--- src/rtl/pio_in_debounce_edge.sv ---
// Avalon-MM parallel input port: per-bit synchroniser, debounce filter,
// rise/fall edge capture (W1C) and edge- or level-based interrupt.
module pio_in_debounce_edge #(
  parameter int unsigned WIDTH       = 8,
  parameter int unsigned DB_W        = 16,
  parameter int unsigned SYNC_STAGES = 2
) (
  input  logic             clk,
  input  logic             reset,
  input  logic [2:0]       address,
  input  logic             chipselect,
  input  logic             write_n,
  input  logic [31:0]      writedata,
  input  logic [WIDTH-1:0] in_port,
  output logic [31:0]      readdata,
  output logic             irq
);

  localparam logic [2:0] ADDR_DATA    = 3'd0;
  localparam logic [2:0] ADDR_RISE_EN = 3'd1;
  localparam logic [2:0] ADDR_MASK    = 3'd2;
  localparam logic [2:0] ADDR_EDGECAP = 3'd3;
  localparam logic [2:0] ADDR_FALL_EN = 3'd4;
  localparam logic [2:0] ADDR_THRESH  = 3'd5;
  localparam logic [2:0] ADDR_CTRL    = 3'd6;
  localparam logic [2:0] ADDR_RAW     = 3'd7;

  logic [SYNC_STAGES-1:0][WIDTH-1:0] sync_q;
  logic [WIDTH-1:0]                  raw;
  logic [WIDTH-1:0]                  db_q, db_d, db_dly_q;
  logic [WIDTH-1:0][DB_W-1:0]        cnt_q, cnt_d;
  logic [WIDTH-1:0]                  rise_en_q, fall_en_q, mask_q;
  logic [WIDTH-1:0]                  ecap_q, ecap_d;
  logic [DB_W-1:0]                   thresh_q;
  logic                              ctrl_q;
  logic [31:0]                       rd_d;
  logic                              wr_en;
  logic [WIDTH-1:0]                  rise, fall, clr;

  assign raw   = sync_q[SYNC_STAGES-1];
  assign wr_en = chipselect & ~write_n;

  // A zero threshold bypasses the filter; otherwise db takes raw once the
  // counter has reached the threshold while raw still disagrees.
  always_comb begin
    db_d  = db_q;
    cnt_d = '0;
    for (int unsigned i = 0; i < WIDTH; i++) begin
      if (thresh_q == '0) begin
        db_d[i] = raw[i];
      end else if (raw[i] != db_q[i]) begin
        if (cnt_q[i] == thresh_q) begin
          db_d[i] = raw[i];
        end else if (cnt_q[i] != '1) begin
          cnt_d[i] = cnt_q[i] + 1'b1;
        end else begin
          cnt_d[i] = cnt_q[i];
        end
      end
    end
  end

  assign rise   = db_q & ~db_dly_q & rise_en_q;
  assign fall   = ~db_q & db_dly_q & fall_en_q;
  assign clr    = (wr_en && address == ADDR_EDGECAP) ? writedata[WIDTH-1:0] : '0;
  // New edges are OR-ed in after the clear so a simultaneous set wins.
  assign ecap_d = (ecap_q & ~clr) | rise | fall;

  always_comb begin
    rd_d = '0;
    case (address)
      ADDR_DATA:    rd_d[WIDTH-1:0] = db_q;
      ADDR_RISE_EN: rd_d[WIDTH-1:0] = rise_en_q;
      ADDR_MASK:    rd_d[WIDTH-1:0] = mask_q;
      ADDR_EDGECAP: rd_d[WIDTH-1:0] = ecap_q;
      ADDR_FALL_EN: rd_d[WIDTH-1:0] = fall_en_q;
      ADDR_THRESH:  rd_d[DB_W-1:0]  = thresh_q;
      ADDR_CTRL:    rd_d[0]         = ctrl_q;
      ADDR_RAW:     rd_d[WIDTH-1:0] = raw;
      default:      rd_d            = '0;
    endcase
  end

  assign irq = ctrl_q ? |(db_q & mask_q) : |(ecap_q & mask_q);

  always_ff @(posedge clk) begin
    if (reset) begin
      sync_q    <= '0;
      db_q      <= '0;
      db_dly_q  <= '0;
      cnt_q     <= '0;
      ecap_q    <= '0;
      rise_en_q <= '0;
      fall_en_q <= '0;
      mask_q    <= '0;
      thresh_q  <= '0;
      ctrl_q    <= 1'b0;
      readdata  <= '0;
    end else begin
      sync_q   <= {sync_q[SYNC_STAGES-2:0], in_port};
      db_q     <= db_d;
      db_dly_q <= db_q;
      cnt_q    <= cnt_d;
      ecap_q   <= ecap_d;
      readdata <= rd_d;
      if (wr_en) begin
        case (address)
          ADDR_RISE_EN: rise_en_q <= writedata[WIDTH-1:0];
          ADDR_MASK:    mask_q    <= writedata[WIDTH-1:0];
          ADDR_FALL_EN: fall_en_q <= writedata[WIDTH-1:0];
          ADDR_THRESH:  thresh_q  <= writedata[DB_W-1:0];
          ADDR_CTRL:    ctrl_q    <= writedata[0];
          default:      ;
        endcase
      end
    end
  end

endmodule

--- config.mk ---
export PLATFORM = sky130hd
export DESIGN_NAME = pio_in_debounce_edge
export DESIGN_NICKNAME = d
export VERILOG_FILES = /design/src/rtl/pio_in_debounce_edge.sv
export SDC_FILE = /design/constraint.sdc
export NUM_CORES = 1
export LEC_CHECK = 0
export ABC_AREA = 1
export BUFFER_PORTS_ARGS = -buffer_cell sky130_fd_sc_hd__clkbuf_2
export CAP_MARGIN = 25
export CORE_MARGIN = 2
export CORE_UTILIZATION = 56
export CTS_CLUSTER_SIZE = 40
export DETAILED_ROUTE_END_ITERATION = 16
export PLACE_DENSITY = 0.88
export SYNTH_ARGS = -nofsm -noshare
export SYNTH_HDL_FRONTEND = slang
export SYNTH_SLANG_ARGS = --single-unit
--- constraint.sdc ---
create_clock -name clk -period 1.5 [get_ports clk]
set_clock_uncertainty 0.05 [all_clocks]
set_input_delay 0.225 -clock clk [delete_from_list [all_inputs] [get_ports clk]]
set_output_delay 0.225 -clock clk [all_outputs]
set_load 0.05 [all_outputs]
==> results of run 1 <==
==> kinds of logic after synthesis <==
logic type                 synth area share, %
buffers and inverters                     11.4
xor gates and xnor gates                  6.30
other                                   0.0284
and+or+nand+nor                           40.9
DFF                                       34.1
AOI/OAI and AO/OA                         6.52
adders and majority gates                0.757
==> through the flow <==
step           TNS [ps]  cells
3_5_place_dp     -21490   2594
3_3_place_gp     -16110   2594
2_1_floorplan     -26.3   2059
4_1_cts          -10860   2694
==> repair_timing <==
item / in CTS
pin swaps: 102
setup endpoints to repair: 137
resized for setup: 197
cloned: 11
buffers inserted: 23
hold endpoints to repair: 39
hold buffers: 22
==> per-layer routing <==
| metal | global-route usage [%] | GRT overflow |
|---|---|---|
| met2 | 93.6 | 106 |
| met5 | 53.8 | 5 |
| met3 | 77.8 | 14 |
| met1 | 80.9 | 21 |
| met4 | 87.3 | 108 |
==> results, run 1 <==
- For this run, the number of Yosys warnings is 0.
- The share of the synthesized area in the top cell type is 34.1%.
- The share of flip-flops with an asynchronous set or reset after synthesis is 0%.
- The largest total area in the synthesized netlist belongs to sky130_fd_sc_hd__dfxtp_1.
- The width of the chip is 158 um.
- The global-route congestion overflow total is 254.
- The die height is 158 um.
- The run stopped with a tool error.
- The wire-length estimate of the detail-placed layout is 29700 um.
- The first error in the log reads "[ERROR GRT-0232] Routing congestion too high. Check the congestion heatmap in the GUI".
- The number of primary I/O pins is 80.
- The initial core utilization is 56.6%.
- The share of the yosys chip area belonging to registers is 34.1%.
- CTS placed an instance of sky130_fd_sc_hd__clkbuf_16 at the clock tree root.
- The step where the flow halted is global routing (5_1_grt).
- The number of H-tree branching levels is 1.
- In this run the tool buffered the top-level ports with 47 buffer cells.
- The number of buffers on the longest clock path is 3.
- The pin count of the biggest net entering global routing is 40.
- The global placer's final weighted congestion is 1.02.
- The post-synthesis instance area is 13200 um^2.
- The global routing usage summed across all routing layers is 83.9%.
- After the last repair the worst path ends at a top-level output.
- The placement-stage worst setup slack is -225 ps.
- CTS saw 225 sinks.
- Yosys attributes the largest share of cell area to sky130_fd_sc_hd__dfxtp_1 34%, sky130_fd_sc_hd__nand2_1 18%, sky130_fd_sc_hd__nor2_1 12%.
- The dominant register cell in the synthesized netlist is sky130_fd_sc_hd__dfxtp_1.
- After global-route timing repair, the worst endpoint was irq.
- Once placement finished, the instance area stood at 15400 um^2.
- Counting every instance in the synthesized netlist gives 2044.
- The number of synthesized flops with an enable pin is 0.
- The standard-cell row count is 56.
- After synthesis the netlist holds a flip-flop and latch count of 225.
- The number of unique standard cell types used by synthesis is 45.
- Yosys instantiated no cell more often than sky130_fd_sc_hd__nand2_1.
- The post-synthesis area per instance is 6.47 um^2.
- Counting the buffers created by CTS gives 24.
- By count the netlist is led by 626 x sky130_fd_sc_hd__nand2_1, 426 x sky130_fd_sc_hd__nor2_1, 225 x sky130_fd_sc_hd__dfxtp_1.
==> run 2: changes to the inputs <==
--- a/config.mk
+++ b/config.mk
@@ -9,10 +9,9 @@
 export BUFFER_PORTS_ARGS = -buffer_cell sky130_fd_sc_hd__clkbuf_2
 export CAP_MARGIN = 25
 export CORE_MARGIN = 2
-export CORE_UTILIZATION = 56
-export CTS_CLUSTER_SIZE = 40
+export CORE_UTILIZATION = 40
 export DETAILED_ROUTE_END_ITERATION = 16
-export PLACE_DENSITY = 0.88
+export PLACE_DENSITY_LB_ADDON = 0.15
 export SYNTH_ARGS = -nofsm -noshare
 export SYNTH_HDL_FRONTEND = slang
 export SYNTH_SLANG_ARGS = --single-unit
==> constraint.sdc (replaced) <==
create_clock -name clk -period 1.95 [get_ports clk]
set_clock_uncertainty 0.05 [all_clocks]
set_input_delay 0.2925 -clock clk [delete_from_list [all_inputs] [get_ports clk]]
set_output_delay 0.2925 -clock clk [all_outputs]
set_load 0.05 [all_outputs]
==> results, run 2 <==
- The clock network is responsible for 47.4% of the overall power.
- Dividing the final minimum period by the clock period gives 103%.
- The nature of the critical path startpoint is a flop.
- Counting flops per register, the top entry is cnt_q.
- The number of cells on the worst reg-to-reg path is 9.
- The destination of the worst register-to-register timing path is cnt_q[81].
- The startpoint-to-endpoint class of the critical path is flop to output pin.
- The floorplan step defined a die boundary enclosing 34500 um^2.
- The leakage power of the design is 6.50 nW.
- The power after layout is 10.8 mW.
- In this run the worst setup path terminates at irq.
- The internal power component is 8.05 mW.
- In this run the critical register-to-register path is launched from cnt_q[80].
- The half-perimeter wire length of the detailed placement result was 28400 um (-4.3%).
- The minimum clock period after layout is 2000 ps.
- The number of primary I/O pins was 80 (unchanged).
- Across the run, the number of max-cap violations was 0.
- The class of the most critical hold timing path is input port to flop.
- Setup repair after global routing could not meet its margin everywhere.
- After detailed routing, the total wire length is 40000 um.
- Relative to the synthesized area, the layout overhead comes to 14.7%.
- The largest single stage delay on the critical path is 330 ps.
- Tracing the worst setup path back leads to its startpoint at mask_q[0].
- The share of the synthesized area in the top cell type is 34.1% (unchanged).
- The number of buffers on the longest clock path is 3 (unchanged).
- The arrival time of data at the critical path endpoint is 1660 ps.
- The post-synthesis instance area is 13200 um^2 (unchanged).
- The worst min-delay path startpoint is writedata[13].
- The count of nets left with antenna violations once routing finished came out at 0.
- The run finished, with violations left.
- Sequential cells account for 43.8% of the total power.
- Power spread over the standard cell area amounts to 715 nW/um^2.
- Setup violations remaining at the end of the flow were counted as 1.
- The final count of pins violating max slew was 0.
- The post-synthesis area per instance is 6.47 um^2 (unchanged).
- The die height is 186 um (+18%).
- The core footprint is 32500 um^2.
- The signal on the critical path passes through nand2_1 -> nand2_2 -> a221oi_2 -> nand3_1 -> o21a_1 -> buf_8.
- STA puts the critical path data required time at 1610 ps.
- The share of the core filled with cells is 46.6%.
- The setup slack on the worst flop-to-flop path is 120 ps.
- The register bit total from synthesis was 225 (unchanged).
- The largest registers in the layout are cnt_q: 128 flops, readdata: 16 flops, thresh_q: 16 flops.
- The cell class contributing the biggest share of worst-path delay is compound AO/OA/AOI/OAI gates.
- The starting DRC count in detailed routing is 883.
- The library cell used most frequently in the layout, excluding fill and tap cells, is sky130_fd_sc_hd__nand2_1.
- The initial core utilization is 40.6% (-16 points).
- In the final layout, the share of cells above drive strength 1 is 13.1%.
- The slowest stage cell on the critical path is sky130_fd_sc_hd__dfxtp_2.
- The worst path buffer plus inverter count is 1.
- The antenna diode count is 0.
- Setup slack on the critical path of the routed design comes to -51.0 ps.
- The via count of the first global-routing pass is 11729.
- The number of clock buffers inserted by TritonCTS came to 26 (+8.3%).
- The CTS tree is yes.
- At the end of the flow, the number of nets in the layout was 2199.
- The pre-antenna-repair detailed-routing pass consisted of 5 iterations.
- The pin count of the biggest net entering global routing is 40.
- Summed over all nets, the switching power comes to 2.79 mW.
- The number of synthesized flops with an enable pin was 0 (unchanged).
- The clock latency at the later pin of the worst-skew pair is 540 ps.
- After detailed routing, the average wire length per cell comes to 15.3 um.
- The standard-cell row count is 66 (+18%).
- In this run, the combinational gates consume 8.8% of the power.
- The number of buffers inserted by port buffering is 47 (unchanged).
- The cell at the root of the clock tree is sky130_fd_sc_hd__clkbuf_16.
- The checks that failed: setup timing.
- In the post-synthesis netlist, the biggest area contributors are sky130_fd_sc_hd__dfxtp_1 34%, sky130_fd_sc_hd__nand2_1 18%, sky130_fd_sc_hd__nor2_1 12%.
- The width of the chip came to 186 um (+18%).
- In the layout the commonest cells are 619 x sky130_fd_sc_hd__nand2_1, 426 x sky130_fd_sc_hd__nor2_1, 212 x sky130_fd_sc_hd__dfxtp_1.
- The final-layout setup total negative slack is -51.0 ps.
- The via total after detailed routing is 12553.
- Using the TritonRoute via totals, the vias-per-cell ratio works out to 4.82.
- The share of flip-flops with an asynchronous set or reset after synthesis is 0% (unchanged).
- In this run the worst path has a maximum fanout of 4.
- The global routing usage summed across all routing layers is 23.5%.
- The first-pass GRT wire length is 63300 um.
- The critical path endpoint category is an output pin.
- For this run the aggregate overflow at the end of global routing stands at 0.
- The finished cells cover 15200 um^2.
- The number of H-tree branching levels came to 1 (unchanged).
- The number of antenna violations at the first check in global routing is 0.
- In the final layout, flip-flops and latches occupy 4530 um^2.
- The critical path runs through a total of 6 cells.
- The proportion of total power due to net switching is 25.7%.
- For this run, the leading register cell type out of synthesis is sky130_fd_sc_hd__dfxtp_1.
- sky130_fd_sc_hd__dfxtp_1 takes more of the synthesized area than any other cell.
- For this run, design rule violations remaining after detail routing come to 0.
- The post-synthesis cell count is 2044 (unchanged).
- The worst-case hold slack is 27.2 ps.
- The placed cell area was 14000 um^2 (-9.2%).
- Static timing analysis puts the maximum clock frequency at 500 MHz.
- The share of the yosys chip area belonging to registers is 34.1% (unchanged).
- The layout has 3398 filler cells.
- The commonest cells after synthesis are 626 x sky130_fd_sc_hd__nand2_1, 426 x sky130_fd_sc_hd__nor2_1, 225 x sky130_fd_sc_hd__dfxtp_1.
- The register clock-pin slew on the reported worst setup and hold paths is 60 ps.
- The number of unique standard cell types used by synthesis is 45 (unchanged).
- The register with the most flip-flops in the layout has 128 of them.
- The most frequent cell after synthesis is sky130_fd_sc_hd__nand2_1.
- The total count of hold-check failures in the final report is 0.
- The multi-input combinational cells in the finished layout cover a total of 7340 um^2.
- The number of synthesis warnings is 0 (unchanged).
- The global placer's final weighted congestion is 0.923 (-10%).
- The count of clock tree sinks is 225 (unchanged).
- Across the VDD grid, the largest voltage drop is 0.569 mV.
run 2: cell counts after synthesis:
No cell type changed its count.
run 2: per-stage QoR:
step                cells  worst slack (ps)
detailed placement   2544               136
floorplan            2059               330
global placement     2544               142
CTS                  2604             -46.8
global route         2606              -113
finish               2606             -51.0
run 2: logic make-up after synthesis:
logic type / Yosys count / synth area share [%]
buffers and inverters: 301 / 11.4
adders and majority gates: 8 / 0.757
xor gates and xnor gates: 95 / 6.30
and+or+nand+nor: 1254 / 40.9
DFF: 225 / 34.1
other: 1 / 0.0284
AOI/OAI and AO/OA: 160 / 6.52
run 2: routing by layer:
metal,share of wire [%],vias up,global-route usage (%)
met2,48,309,42.0
met3,4.6,71,2.82
met4,2.6,0,6.08
li1,-,6468,-
met1,44,5705,29.9
met5,0,-,0
run 2: final cells by class:
type                            count  area share (%)
Tap cell                          442            3.65
Timing Repair Buffer              130            6.23
Sequential cell                   225            29.9
Multi-Input combinational cell   1533            48.4
Clock buffer                       36            4.95
Inverter                          227            5.81
Timing Repair inverter              1          0.0495
Clock inverter                     12           0.974
run 2: worst min path at each step:
| stage | end | slack, ps | depth (start not counted) |
|---|---|---|---|
| after floorplan | raw[0] | 340 | 2 |
| after global placement | raw[0] | 340 | 2 |
| after detailed placement | raw[6] | 340 | 2 |
| after CTS | thresh_q[13] | 7 | 3 |
| after global routing | thresh_q[1] | 40 | 3 |
| final | thresh_q[13] | 30 | 3 |
run 2: power groups by stage:
stage	registers, mW	clock network [mW]	logic [mW]
after floorplan	4.84	0	0.693
after global placement	4.84	0	0.918
after detailed placement	4.84	0	0.925
after CTS	4.74	5.26	0.950
after global routing	4.75	5.42	1.05
final	4.74	5.14	0.954
run 2: worst register-to-register path: stages (launching register included):
cell,delay [ps]
sky130_fd_sc_hd__dfxtp_1,400
sky130_fd_sc_hd__ha_1,210
sky130_fd_sc_hd__nand2_1,120
sky130_fd_sc_hd__inv_1,80
sky130_fd_sc_hd__nand2_1,100
sky130_fd_sc_hd__nor3_4,190
sky130_fd_sc_hd__nand3_2,190
sky130_fd_sc_hd__buf_4,200
sky130_fd_sc_hd__a21oi_1,130
sky130_fd_sc_hd__nor2_1,50
run 2: what timing repair did:
item                       CTS  global route
buffers inserted             3             1
hold endpoints to repair     9             0
hold buffers                 9             0
pin swaps                    4             5
setup endpoints to repair    1            35
gates cloned                 0             1
gates resized for setup     17            24
Power figures use the tool's default switching activity.
==> run 3: changes to the inputs <==
--- a/config.mk
+++ b/config.mk
@@ -11,7 +11,7 @@
 export CORE_MARGIN = 2
 export CORE_UTILIZATION = 40
 export DETAILED_ROUTE_END_ITERATION = 16
-export PLACE_DENSITY_LB_ADDON = 0.15
+export PLACE_DENSITY = 0.67
 export SYNTH_ARGS = -nofsm -noshare
 export SYNTH_HDL_FRONTEND = slang
 export SYNTH_SLANG_ARGS = --single-unit
==> constraint.sdc (replaced) <==
create_clock -name clk -period 2 [get_ports clk]
set_clock_uncertainty 0.05 [all_clocks]
set_input_delay 0.3 -clock clk [delete_from_list [all_inputs] [get_ports clk]]
set_output_delay 0.3 -clock clk [all_outputs]
set_load 0.05 [all_outputs]
==> results, run 3 (synthesis gave the netlist of run 2 again) <==
- The width of the chip is 186 um (unchanged).
- The number of antenna violations at the first check in global routing was 0 (unchanged).
- The global routing usage summed across all routing layers is 22.1% (-1.4 points).
- The number of nets in the final layout came to 2190 (-0.41%).
- The antenna diode count is 0 (unchanged).
- The maximum vdd drop is 0.679 mV (+19%).
- The core footprint was 32500 um^2 (unchanged).
- The leakage power of the design is 6.40 nW (-1.5%).
- The slowest stage of the critical path belongs to the cell sky130_fd_sc_hd__dfxtp_4.
- The headroom to the max-slew limit is 65.4%.
- The final count of negative-setup-slack endpoints is 1 (unchanged).
- The number of primary I/O pins is 80 (unchanged).
- The final reports fail on setup timing.
- The standard-cell row count is 66 (unchanged).
- The remaining routing DRC violations is 0 (unchanged).
- The number of clock buffers inserted by TritonCTS is 25 (-3.8%).
- The worst path buffer plus inverter count is 1 (unchanged).
- The register clock-pin slew on the reported worst setup and hold paths came to 60 ps (about the same).
- The final routed wirelength across all metal layers is 38000 um (-4.9%).
- The share of post-route cells with drive strength above 1 is 12.1% (-0.96 points).
- The number of flip-flops under the largest register name is 128 (unchanged).
- The total count of hold-check failures in the final report came to 0 (unchanged).
- The number of detailed-routing iterations run before antenna repair is 5 (unchanged).
- The worst endpoint required time is 1650 ps (+40 ps).
- The count of clock tree sinks is 225 (unchanged).
- The share of the core filled with cells is 46.2% (-0.42 points).
- Setup repair after global routing could not meet its margin everywhere.
- The maximum achievable frequency is 495 MHz.
- The number of cells on the worst reg-to-reg path is 10 (+1).
- The hold path depth is 3 (unchanged).
- The average wire per standard cell is 14.6 um (-4.6%).
- The pin count of the biggest net entering global routing is 40 (unchanged).
- CTS placed an instance of sky130_fd_sc_hd__clkbuf_16 at the clock tree root.
- The signal on the critical path passes through nand2_2 -> nand2_1 -> a221oi_2 -> nand3_1 -> o21a_1 -> buf_8.
- The setup slack of the critical path after layout is -19.3 ps (+31.7 ps).
- From synthesis to final layout, the design area changed by 13.6%.
- The via total after detailed routing is 12717 (+1.3%).
- The initial core utilization was 40.6% (unchanged).
- The class of the most critical hold timing path is input port to flop.
- The global placer's final weighted congestion is 0.933 (+1.1%).
- The total power per unit cell area is 688 nW/um^2 (-3.7%).
- Leaving out fill and tap cells, the most frequent cell in the layout is sky130_fd_sc_hd__nand2_1.
- The placement-stage worst setup slack is 68.5 ps (-67.9 ps).
- The worst setup path is launched from a flop.
- The startpoint-to-endpoint class of the critical path is flop to output pin.
- The number of cells on the critical path is 6 (unchanged).
- The power after layout is 10.3 mW (-4.6%).
- The number of buffers on the longest clock path was 3 (unchanged).
- The top cell types in the final layout, fill and taps aside, are 625 x sky130_fd_sc_hd__nand2_1, 426 x sky130_fd_sc_hd__nor2_1, 218 x sky130_fd_sc_hd__dfxtp_1.
- The post-layout instance area came to 15000 um^2 (-0.90%).
- The number of H-tree branching levels came to 1 (unchanged).
- The number of routed nets with antenna violations is 0 (unchanged).
- The starting DRC count in detailed routing is 997 (+13%).
- The CTS tree is yes.
- The arrival time of data at the critical path endpoint is 1670 ps (about the same).
- The final count of pins violating max slew came to 0 (unchanged).
- The cell family contributing the most delay on the critical path is compound AO/OA/AOI/OAI gates.
- The placed cell area is 13900 um^2 (-0.43%).
- The die height was 186 um (unchanged).
- For the pin with the worst max-slew slack, the measured transition is 517 ps.
- The ratio of routed vias to standard cells is 4.90 (+1.7%).
- The largest registers in the layout are cnt_q: 128 flops, readdata: 16 flops, thresh_q: 16 flops.
- The number of buffers inserted by port buffering is 47 (unchanged).
- The maximum single-stage delay on the critical path was 350 ps (+20 ps).
- The via count of the first global-routing pass is 11660 (-0.59%).
- The first-pass GRT wire length is 60400 um (-4.7%).
- The critical-path maximum fanout is 2 (-2).
- In the finished design, the share of the clock period the worst path needs comes to 101%.
- The run finished, with violations left.
- The half-perimeter wire length of the detailed placement result is 27200 um (-4.5%).
- The global-route congestion overflow total came to 0 (unchanged).
- The die footprint is 34500 um^2 (unchanged).
- The critical path endpoint category is an output pin.
- The clock latency at the later pin of the worst-skew pair was 540 ps (about the same).
- The number of maximum-capacitance constraint violations is 0 (unchanged).
- The register with the most flip-flops in the final layout is cnt_q.
- For the finished layout, the period the worst path requires is 2020 ps.
## run 3: through the flow
| step | instances | setup TNS [ps] | hold slack, ps |
|---|---|---|---|
| final | 2596 | -19.3 | 13.1 |
| after global routing | 2596 | -83.4 | 44.0 |
| after CTS | 2591 | -39.1 | 1.23 |
| after detailed placement | 2536 | 0 | 342 |
| after global placement | 2536 | 0 | 342 |
| after floorplan | 2059 | 0 | 338 |
## run 3: final timing paths
check	startpoint	endpoint	slack, ps
setup / recovery	db_q[0]	irq	-20
hold / removal	writedata[12]	thresh_q[12]	10
setup reg to reg	thresh_q[11]	cnt_q[109]	150
hold reg to reg	sync_q[5]	raw[5]	350
## run 3: timing repair
action | in CTS | in global routing
endpoints found under the setup margin | 1 | 34
gates resized for setup | 12 | 10
setup buffers | 1 | 4
hold endpoints to repair | 8 | 0
hold buffers | 8 | 0
pin swaps | 1 | 2
gates cloned | 0 | 1
## run 3: power by group
part           leakage (nW)  internal, mW  switching, mW
Sequential             1.82          4.56         0.0681
Clock                 0.419          2.84           1.95
Combinational          4.16         0.279          0.651
Total                  6.40          7.67           2.66
## run 3: routing by layer
metal,global-route usage [%],vias to the layer above,share of wire (%)
met2,38.6,421,46
met3,2.05,89,6.5
met1,28.8,5754,44
met5,0,-,0
li1,-,6453,-
met4,6.96,0,3.4
## run 3: area by class of cell
cell class	instances	area, um^2
Timing Repair Buffer	122	891
Clock inverter	9	119
Sequential cell	225	4520
Clock buffer	37	741
Fill cell	3338	17500
Multi-Input combinational cell	1533	7310
Timing Repair inverter	1	5.00
Inverter	227	881
Tap cell	442	553
## run 3: worst reg2reg max path: stages (launching register included)
cell and delay, ps:
sky130_fd_sc_hd__dfxtp_1 330, sky130_fd_sc_hd__inv_2 240, sky130_fd_sc_hd__buf_4 200, sky130_fd_sc_hd__nand2_1 50, sky130_fd_sc_hd__nand2_1 60, sky130_fd_sc_hd__nor2_1 30, sky130_fd_sc_hd__nand2_1 90, sky130_fd_sc_hd__nor2_1 60
sky130_fd_sc_hd__nand2_2 160, sky130_fd_sc_hd__nand4_4 290, sky130_fd_sc_hd__nor2_1 210
